==> src/rtl/run_length_detector.sv <==
// -----------------------------------------------------------------------------
// run_length_detector
//   Parametrised Moore run detector for serial bit streams. Counts consecutive
//   accepted bits equal to MATCH_VAL and raises `out` while the run count has
//   reached RUN_LEN. The overlap input selects whether a detection restarts
//   the count (0) or is sustained by further matching bits (1).
//
//   Optional feature macro: RUN_DET_COUNT_EN
//     defined   -> det_cnt counts detection events, saturating, det_clr clears
//     undefined -> det_cnt tied to 0, det_clr ignored, no counter flops
//
// Parameters
//   RUN_LEN    run length to detect (2..255)
//   MATCH_VAL  bit value that extends a run
//   CNT_W      width of det_cnt (1..32)
//   STATE_W    derived width of the run counter; do not override
//
// Ports
//   clk       rising-edge clock
//   rst       asynchronous, active-high reset
//   in_valid  qualifies `in`; state holds when low
//   in        serial data bit
//   overlap   0: restart after detect, 1: sustain on continued run
//   det_clr   synchronous clear of det_cnt
//   state     registered run count 0..RUN_LEN
//   out       Moore output, high while state == RUN_LEN
//   det_cnt   saturating number of detection events
// -----------------------------------------------------------------------------
module run_length_detector #(
  parameter int   RUN_LEN   = 3,
  parameter logic MATCH_VAL = 1'b1,
  parameter int   CNT_W     = 8,
  parameter int   STATE_W   = $clog2(RUN_LEN + 1)
) (
  input  logic               clk,
  input  logic               rst,
  input  logic               in_valid,
  input  logic               in,
  input  logic               overlap,
  input  logic               det_clr,
  output logic [STATE_W-1:0] state,
  output logic               out,
  output logic [CNT_W-1:0]   det_cnt
);

  localparam logic [STATE_W-1:0] ST_IDLE = '0;
  localparam logic [STATE_W-1:0] ST_DET  = STATE_W'(RUN_LEN);

  logic [STATE_W-1:0] state_nxt;
  logic               match;
  logic               det_evt;

  assign match = (in == MATCH_VAL);

  always_comb begin
    state_nxt = state;
    if (state > ST_DET) begin
      // Encodings above RUN_LEN are unreachable; recover regardless of valid.
      state_nxt = ST_IDLE;
    end else if (in_valid) begin
      if (state == ST_DET) begin
        state_nxt = (overlap && match) ? ST_DET : ST_IDLE;
      end else begin
        state_nxt = match ? (state + 1'b1) : ST_IDLE;
      end
    end
  end

  // One event per accepted bit landing in the detect state; a held detect
  // state (in_valid low) is not a new event.
  assign det_evt = in_valid && (state <= ST_DET) && (state_nxt == ST_DET);

  // Run-count register
  always_ff @(posedge clk or posedge rst) begin
    if (rst) begin
      state <= ST_IDLE;
    end else begin
      state <= state_nxt;
    end
  end

  // Output decoded from registered state only
  assign out = (state == ST_DET);

`ifdef RUN_DET_COUNT_EN
  function automatic logic [CNT_W-1:0] sat_inc(input logic [CNT_W-1:0] v);
    return (v == {CNT_W{1'b1}}) ? v : v + 1'b1;
  endfunction

  // Detection counter; clear wins over a same-cycle event
  always_ff @(posedge clk or posedge rst) begin
    if (rst) begin
      det_cnt <= '0;
    end else if (det_clr) begin
      det_cnt <= '0;
    end else if (det_evt) begin
      det_cnt <= sat_inc(det_cnt);
    end
  end
`else
  logic unused_cnt_inputs;
  assign unused_cnt_inputs = det_clr ^ det_evt;
  assign det_cnt = '0;
`endif

endmodule
==> config.mk <==
export PLATFORM = sky130hd
export DESIGN_NAME = run_length_detector
export DESIGN_NICKNAME = d
export VERILOG_FILES = /design/src/rtl/run_length_detector.sv
export SDC_FILE = /design/constraint.sdc
export NUM_CORES = 1
export LEC_CHECK = 0
export BUFFER_PORTS_ARGS = -buffer_cell sky130_fd_sc_hd__buf_2
export CAP_MARGIN = 40
export CELL_PAD_IN_SITES_DETAIL_PLACEMENT = 2
export CELL_PAD_IN_SITES_GLOBAL_PLACEMENT = 2
export CORE_AREA = 5 5 42 44
export CTS_CLUSTER_DIAMETER = 200
export CTS_CLUSTER_SIZE = 16
export DETAILED_ROUTE_END_ITERATION = 16
export DIE_AREA = 0 0 47 49
export PLACE_DENSITY_LB_ADDON = 0.12
export SLEW_MARGIN = 0
export SYNTH_ARGS = -nofsm -noshare
export SYNTH_HDL_FRONTEND = slang
export SYNTH_SLANG_ARGS = --single-unit
export TNS_END_PERCENT = 5
==> constraint.sdc <==
create_clock -name clk -period 2.74 [get_ports clk]
set_input_delay 0.137 -clock clk [delete_from_list [all_inputs] [get_ports clk]]
set_output_delay 0.137 -clock clk [all_outputs]
set_load 0.005 [all_outputs]
### After elaboration in Yosys (flattened, before gate mapping)

Index checks and enable logic that the tools add are counted.

* register bits: 2
* logic and storage cells: 11
* output and inout bits: 11

* magnitude comparators: 1
* reduce and logical (&&, ||, !) cells: 2
* $add $sub $neg: 1
* mux-type cells: 5
* eq/ne operators: 1

Operators with widths (count)
* two-way mux 2 bit: 5
* adder 2 x 1 -> 2 bit (second input constant): 1
* equality test 2 bit (second input constant): 1
* > comparator 2 bit (second input constant): 1
* nonzero test 2 bit: 1
* logical AND 1 bit: 1

### Longest topological paths before layout

Gate-level depths: netlist of the first run.

* word-level depth: 5
* depth in mapped cells: 4

### Worst setup path after synthesis of the first run

OpenSTA, ideal clock, no wires.

* kind: reg2reg
* start point: register state[0]
* end point: register state[1]
* period minus slack after synthesis: 1011 ps
* path slack: 1729 ps
* setup time: 128 ps
* required time: 2612 ps
* arrival time: 883 ps
* stages on the path, launching flop included: 4
* cells stage by stage: dfrtp_1 ha_1 mux2i_1 o22ai_1

* elaborated cells between the ends (all ways): 8
* those cells by class: 1 x add/sub; 1 x order compare; 1 x eq/ne; 4 x mux; 1 x reduce/logical

RTL lines
* start: declaration: line 41 `output logic [STATE_W-1:0] state,`
* start signal: assignment: line 78 `state <= state_nxt;`
* equality test 2 bit
* net out: line 42 `output logic out,`
* two-way mux 2 bit: line 61 `if (state == ST_DET) begin`
* two-way mux 2 bit: line 60 `end else if (in_valid) begin`
* two-way mux 2 bit: line 57 `if (state > ST_DET) begin`

The timed path passes the listed nets, and every way through them passes these cells. The select of a mux whose other input is x is not followed.
A chain may end at the register's enable or synchronous reset.

### Worst setup path after layout of the first run

* start point: register state[0]
* end point: output port out

* word-level cells in the longest chain between the ends: 1

Ends and longest elaborated chain
* equality test 2 bit: line 83 `assign out = (state == ST_DET);`
* end: declaration: line 42

No other way between the ends.

==> flow_summary.yaml, run 1 <==
final_layout:
  design_area_um2: 226
  area_delta_synth_final_pct: 31.2
  final_cells: 47
  reg.largest.list: "state: 2 flops"
  antenna_cells: 0
  drive_gt1_frac: 0.323
  post-route-util: 0.162
  num-nets-final: 40
  regMostFlops: "state"
  largest_register_ffs: 2
yosys:
  synth-async-reset-ratio: 1.00
  netlist_area_um2: 173
  synth_top_area_cell: "buf_4"
  synth.distinct_cells: 10
  syn_avg_cell_area_um2: 8.22
  synth.yosys.seq_area_share: 0.290
  synth_edf_count: 0
  synthTopCellsByArea: "buf_4, dfrtp_1, ha_1"
  synth_top_area_frac: 0.348
  synthCells: 21
  synth_common_cells: "buf_4, inv_1, dfrtp_1, o22ai_1"
  ys_warn_count: 0
  ys_ff_latch: 2
  synth_ff_type: "dfrtp_1"
  synthMostInstantiatedCell: "buf_4"
timing:
  hold_ws_ns: 0.133
  drv_slew: 0
  rsz0062_at_grt: "false"
  setup_violations: 0
  finalCriticalPeriod_ns: 1.15
  tns_ns: 0
  hold_viol: 0
  skew_ns: 0.00298
  setup_ws_ns: 1.59
  clock.fmax_ghz: 0.868
  min_period_over_period: 0.420
power_and_ir_drop:
  finalPower_mw: 0.137
  ir_drop_mv: 0.113
  pwr-share-clk: 0.477
  leakagePower_nw: 0.131
  switchingPower_mw: 0.0380
  p_int_mw: 0.0992
  switching_share: 0.277
  p_seq_frac: 0.283
  powerDensity_mw_per_mm2: 606
  combPwrFrac: 0.240
route:
  vias: 145
  viasPerCell: 3.09
  drc: 0
  routed_wl_um: 403
  ant_nets: 0
  drt_iter0_markers: 3
  first_pass_iters: 2
  post_drt_wl_per_cell_um: 8.57
worst_setup_path:
  critPathCaptureType: "primary output"
  cp.arrival_ns: 1.01
  crit_start: "state[0]"
  r2r_start: "state[0]"
  rrSetupSlack_ns: 1.69
  crit_fanout: 4
  crit_type: "reg2out"
  reg2regPathDepth: 3
  critical_path.startpoint_type: "register"
  required_ns: 2.60
grt:
  grt_use_total: 0.0465
  grt_overflow: 0
  grt_pass1_wl_um: 648
  grt_max_degree: 5
  antenna_found_initial: 0
  grt_pass1_vias: 150
die:
  start_util: 0.123
  die_h_um: 49
  num_rows: 14
  core_mm2: 0.00140
  dieWidth_um: 47
  io_pins: 17
  die_area_mm2: 0.00230
status:
  outcome: "completed"
job:
  drv_cap: 0
clocking:
  cts_setup_buffers: 0
  clock_path_buffers: 2
  clk_latency_ns: 0.23
  cts_buffers: 3
  cts_sinks: 2
  cts_resized: 0
  h-tree-depth: 1
  tritoncts: "built"
  cts_root_buffer: "clkbuf_4"
  path_clk_slew_ns: 0.03
  hold_buffers: 1
worst_hold_path:
  hold_depth: 2
  min_from: "in_valid"
  hp-class: "in2reg"
placement:
  globalplace.congestion: 0.652
  dp.cells: 43
  dp_slack_ns: 1.68
  port_buffers: 7
  placedInstanceArea_um2: 194
==> area by class of cell <==
type | count | area (um2)
Clock buffer | 3 | 22.5
Fill cell | 185 | 1170
Inverter | 3 | 11.3
Multi-Input combinational cell | 15 | 77.6
Sequential cell | 2 | 50.0
Tap cell | 16 | 20.0
Timing Repair Buffer | 8 | 45.0
==> worst paths after layout <==
path,to
worst min-delay path,state[1]
worst max-delay path,out
max in group asynchronous,state[0]
worst min register to register,state[1]
min in group asynchronous,state[1]
worst max register to register,state[1]
==> logic make-up after synthesis <==
kind of cell               synth area share
AOI/OAI and AO/OA                     0.101
buffers and inverters                 0.413
other                                0.0217
adders and majority gates            0.0725
and+or+nand+nor                      0.0434
DFF                                   0.290
muxes                                0.0580
==> routing by layer <==
metal / up-vias / wire, um / global-route usage
li1: 71 / - / -
met1: 65 / 108 / 0.0330
met2: 9 / 221 / 0.0679
met3: 0 / 74 / 0.0443
met4: 0 / 0 / 0.0415
met5: - / 0 / 0
==> power by group through the flow <==
stage	sequential (mW)	combinational [mW]	clock [mW]
after floorplan	0.0396	0.0264	0
after global placement	0.0401	0.0321	0
after detailed placement	0.0396	0.0325	0
after CTS	0.0393	0.0337	0.0687
after global routing	0.0404	0.0401	0.0735
final	0.0388	0.0329	0.0654
==> critical path: stages (launching register included) <==
cell and delay, ns:
dfrtp_1 0.39, ha_1 0.26, buf_2 0.14
==> cells in the final DEF, fill, tap and decap left out, drive strengths merged <==
master,n
nand2,1
inv,3
dfrtp,2
clkbuf,3
mux2i,1
conb,8
nor2,1
dlygate4sd3,1
buf,7
a21oi,1
ha,1
o22ai,2
(Power assumes the default switching activity.)
==> inputs of run 2 (changes only) <==
Settings changed: CORE_AREA 5 5 42 44 to default, CORE_MARGIN from default to 5, CORE_UTILIZATION from default to 12, DIE_AREA 0 0 47 49 to default.
Clock period 2.74 ns to 0.93 ns, I/O delays scaled along.
==> flow_summary.yaml, run 2 (same netlist as run 1, synthesis figures left out) <==
power_and_ir_drop:
  switching_share: 0.267
  leakagePower_nw: 0.143
  p_int_mw: 0.332
  switchingPower_mw: 0.121
  combPwrFrac: 0.332
  ir_drop_mv: 0.604
  finalPower_mw: 0.453
  p_seq_frac: 0.263
  pwr-share-clk: 0.405
  powerDensity_mw_per_mm2: 1680
route:
  first_pass_iters: 1
  viasPerCell: 3.15
  drt_iter0_markers: 0
  post_drt_wl_per_cell_um: 9.17
  ant_nets: 0
  routed_wl_um: 440
  vias: 151
  drc: 0
worst_setup_path:
  cp.arrival_ns: 1.08
  critical_path.cell_chain: "ha_4 > mux2i_1 > o22ai_1"
  critPathCaptureType: "register"
  cp_slowest_cell: "dfrtp_1"
  crit_start: "state[1]"
  r2r_start: "state[1]"
  crit_buf_inv: 0
  crit_fanout: 2
  required_ns: 1.02
  critical_path.startpoint_type: "register"
  max_stage_delay_ns: 0.40
  crit_type: "reg2reg"
  cp_top_family: "flip-flops"
clocking:
  clock_path_buffers: 2
  cts_sinks: 2
  clk_latency_ns: 0.22
  cts_setup_buffers: 0
  h-tree-depth: 1
  cts_root_buffer: "clkbuf_4"
  cts_buffers: 3
  tritoncts: "built"
  path_clk_slew_ns: 0.03
final_layout:
  design_area_um2: 269
  largest_register_ffs: 2
  antenna_cells: 0
  reg.largest.list: "state: 2 flops"
  drive_gt1_frac: 0.394
  num-nets-final: 42
  post-route-util: 0.202
  regMostFlops: "state"
  area_delta_synth_final_pct: 55.8
  final_cell_mix: "conb_1, buf_2, inv_1, clkbuf_4, buf_6"
  final_common_cell: "conb_1"
grt:
  antenna_found_initial: 0
  grt_pass1_vias: 179
  grt_overflow: 0
  grt_use_total: 0.0535
  grt_pass1_wl_um: 738
  grt_max_degree: 5
placement:
  port_buffers: 7
  globalplace.congestion: 0.603
  placedInstanceArea_um2: 220
die:
  core_mm2: 0.00133
  io_pins: 17
  die_h_um: 47.9
  dieWidth_um: 47.9
  num_rows: 13
  die_area_mm2: 0.00230
  start_util: 0.129
status:
  violations: "negative setup slack"
  outcome: "complete, but fails checks"
timing:
  skew_ns: 0.00131
  finalCriticalPeriod_ns: 0.986
  drv_slew: 0
  setup_violations: 3
  min_period_over_period: 1.06
  rsz0062_at_grt: "true"
  hold_ws_ns: 0.0561
  setup_ws_ns: -0.0560
  clock.fmax_ghz: 1.01
  hold_viol: 0
worst_hold_path:
  hp-class: "in2reg"
  min_from: "in_valid"
job:
  drv_cap: 0
-- run 2: path summary, 6_finish.rpt --
path	end	slack [ns]	depth (start not counted)
worst min register to register	state[0]	0.71	3
min in group asynchronous	state[0]	0.22	3
worst min-delay path	state[1]	0.06	2
worst max register to register	state[1]	-0.06	3
worst max-delay path	state[1]	-0.06	3
max in group asynchronous	state[1]	0.60	3
-- run 2: power by group through the flow --
stage / registers (mW) / clock network (mW) / logic, mW
after detailed placement: 0.119 / 0 / 0.134
after global placement: 0.119 / 0 / 0.131
after CTS: 0.120 / 0.194 / 0.142
after floorplan: 0.124 / 0 / 0.0838
final: 0.119 / 0.183 / 0.150
after global routing: 0.121 / 0.217 / 0.176
-- run 2: cell type report --
type                       instances  area, um2
clock buffer                       3       22.5
fill                             168       1060
inverter                           3       11.3
multi-input combinational         15       90.1
sequential                         2       50.0
tap                               15       18.8
timing repair buffer              10       76.3
-- run 2: per-stage QoR --
step,worst slack [ns],TNS [ns],std cells
after floorplan,-0.0186,-0.0186,28
after global placement,-0.0553,-0.0810,44
after detailed placement,-0.0764,-0.111,44
after CTS,-0.0803,-0.204,48
after global routing,-0.120,-0.349,48
final,-0.0560,-0.125,48
-- run 2: repair_timing --
item	4_1_cts	5_1_grt
setup endpoints to repair	5	5
endpoints found under the hold margin	2	0
resized for setup	1	2
hold buffers	1	0
-- run 2: routing by layer --
layer	part of all wire	vias to the layer above	global-route usage
met2	0.46	10	0.0633
met5	0	-	0
met3	0.16	0	0.0414
met1	0.38	67	0.0525
li1	-	74	-
met4	0	0	0.0645
==> inputs of run 3 (changes only) <==
Settings changed: BUFFER_PORTS_ARGS -buffer_cell sky130_fd_sc_hd__buf_2 to default, CORE_AREA from default to 5 5 42 44, CORE_MARGIN 5 to default, CORE_UTILIZATION 12 to default, DIE_AREA from default to 0 0 47 49, DONT_BUFFER_PORTS from default to 1, GPL_TIMING_DRIVEN from default to 0.
==> flow_summary.yaml, run 3 (same netlist as run 1, synthesis figures left out) <==
die:
  die_area_mm2: 0.00230
  die_h_um: 49
  start_util: 0.123
  io_pins: 17
  core_mm2: 0.00140
  dieWidth_um: 47
  num_rows: 14
route:
  ant_nets: 0
  routed_wl_um: 464
  post_drt_wl_per_cell_um: 9.47
  drt_iter0_markers: 0
  vias: 151
  viasPerCell: 3.08
  first_pass_iters: 1
  drc: 0
clocking:
  tritoncts: "built"
  cts_sinks: 2
  h-tree-depth: 1
  cts_buffers: 3
  cts_setup_buffers: 0
  path_clk_slew_ns: 0.03
  clock_path_buffers: 2
  cts_root_buffer: "clkbuf_4"
  clk_latency_ns: 0.22
worst_setup_path:
  r2r_start: "state[1]"
  critPathCaptureType: "register"
  critical_path.startpoint_type: "register"
  required_ns: 1.03
  crit_type: "reg2reg"
  crit_start: "state[1]"
  cp.arrival_ns: 1.11
  crit_fanout: 3
timing:
  tns_ns: -0.127
  rsz0062_at_grt: "true"
  setup_ws_ns: -0.0799
  hold_ws_ns: -0.00336
  finalCriticalPeriod_ns: 1.01
  setup_violations: 2
  clock.fmax_ghz: 0.990
  hold_viol: 1
  skew_ns: 0.00110
  drv_slew: 0
  min_period_over_period: 1.09
power_and_ir_drop:
  ir_drop_mv: 0.311
  powerDensity_mw_per_mm2: 1530
  leakagePower_nw: 0.146
  finalPower_mw: 0.440
final_layout:
  reg.largest.list: "state: 2 flops"
  antenna_cells: 0
  fill_cells: 176
  regMostFlops: "state"
  largest_register_ffs: 2
  post-route-util: 0.204
  num-nets-final: 42
  area_delta_synth_final_pct: 65.9
  final_cell_mix: "buf_4, conb_1, inv_1, clkbuf_4"
  drive_gt1_frac: 0.485
placement:
  port_buffers: 0
  globalplace.congestion: 0.560
grt:
  grt_pass1_vias: 191
  grt_overflow: 0
  grt_pass1_wl_um: 731
  antenna_found_initial: 0
  grt_max_degree: 5
  grt_use_total: 0.0507
status:
  outcome: "complete, but fails checks"
  violations: "negative hold slack, negative setup slack"
worst_hold_path:
  hp-class: "in2reg"
  min_from: "overlap"
job:
  drv_cap: 0
[run 3: changes by cell type in the layout (fill, tap and decap cells not counted)]
cell,change
a21oi_2,+1
a21oi_1,-1
o22ai_2,+1
buf_2,-5
dfrtp_1,-2
o22ai_1,-1
dlygate4sd3_1,+1
buf_4,+7
buf_6,-3
dfrtp_2,+2
[run 3: path summary, 6_finish.rpt]
| path | to | slack (ns) | depth (start not counted) |
|---|---|---|---|
| max | state[1] | -0.08 | 3 |
| min | state[0] | -0.003 | 2 |
| max reg2reg | state[1] | -0.08 | 3 |
| min reg2reg | state[0] | 0.63 | 2 |
| max in group asynchronous | state[0] | 0.69 | 2 |
| min in group asynchronous | state[1] | 0.12 | 2 |
[run 3: what timing repair did]
action,CTS,global route
cloned,0,0
endpoints found under the setup margin,3,2
hold endpoints to repair,4,0
hold buffers,2,0
resized for setup,2,2
[run 3: worst max-delay path, cell delays in order (launching register included)]
cell     delay [ns]
dfrtp_2        0.43
ha_4           0.24
mux2i_1        0.13
o22ai_1        0.09
[run 3: power breakdown]
| group | internal (mW) | switching (mW) | total (mW) |
|---|---|---|---|
| logic | 0.0660 | 0.0503 | 0.116 |
| registers | 0.106 | 0.0260 | 0.132 |
| clock network | 0.142 | 0.0496 | 0.192 |
[run 3: final cells by class]
cell class                 instances  area [um2]  area share
multi-input combinational         15         100       0.349
buffer                             8        60.1       0.210
sequential                         2        52.6       0.183
clock buffer                       3        22.5      0.0786
timing repair buffer               2        20.0      0.0699
tap                               16        20.0      0.0699
inverter                           3        11.3      0.0393
[run 3: metal layers]
metal	share of wire	routed length (um)	vias up	global-route usage
met5	0	0	-	0
met4	0	0	0	0.0415
met3	0.12	57	0	0.0480
met2	0.57	263	6	0.0724
met1	0.31	143	71	0.0396
li1	-	-	74	-
[run 3: per-stage QoR]
stage | hold slack [ns] | setup WS, ns | instance area [um2] | std cells
5_1_grt | 0.0232 | -0.142 | 287 | 49
6_report | -0.00336 | -0.0799 | 287 | 49
2_1_floorplan | -0.212 | -0.0186 | 211 | 28
3_3_place_gp | -0.202 | -0.0893 | 231 | 44
3_5_place_dp | -0.199 | -0.112 | 231 | 44
4_1_cts | 0.00515 | -0.0919 | 277 | 49
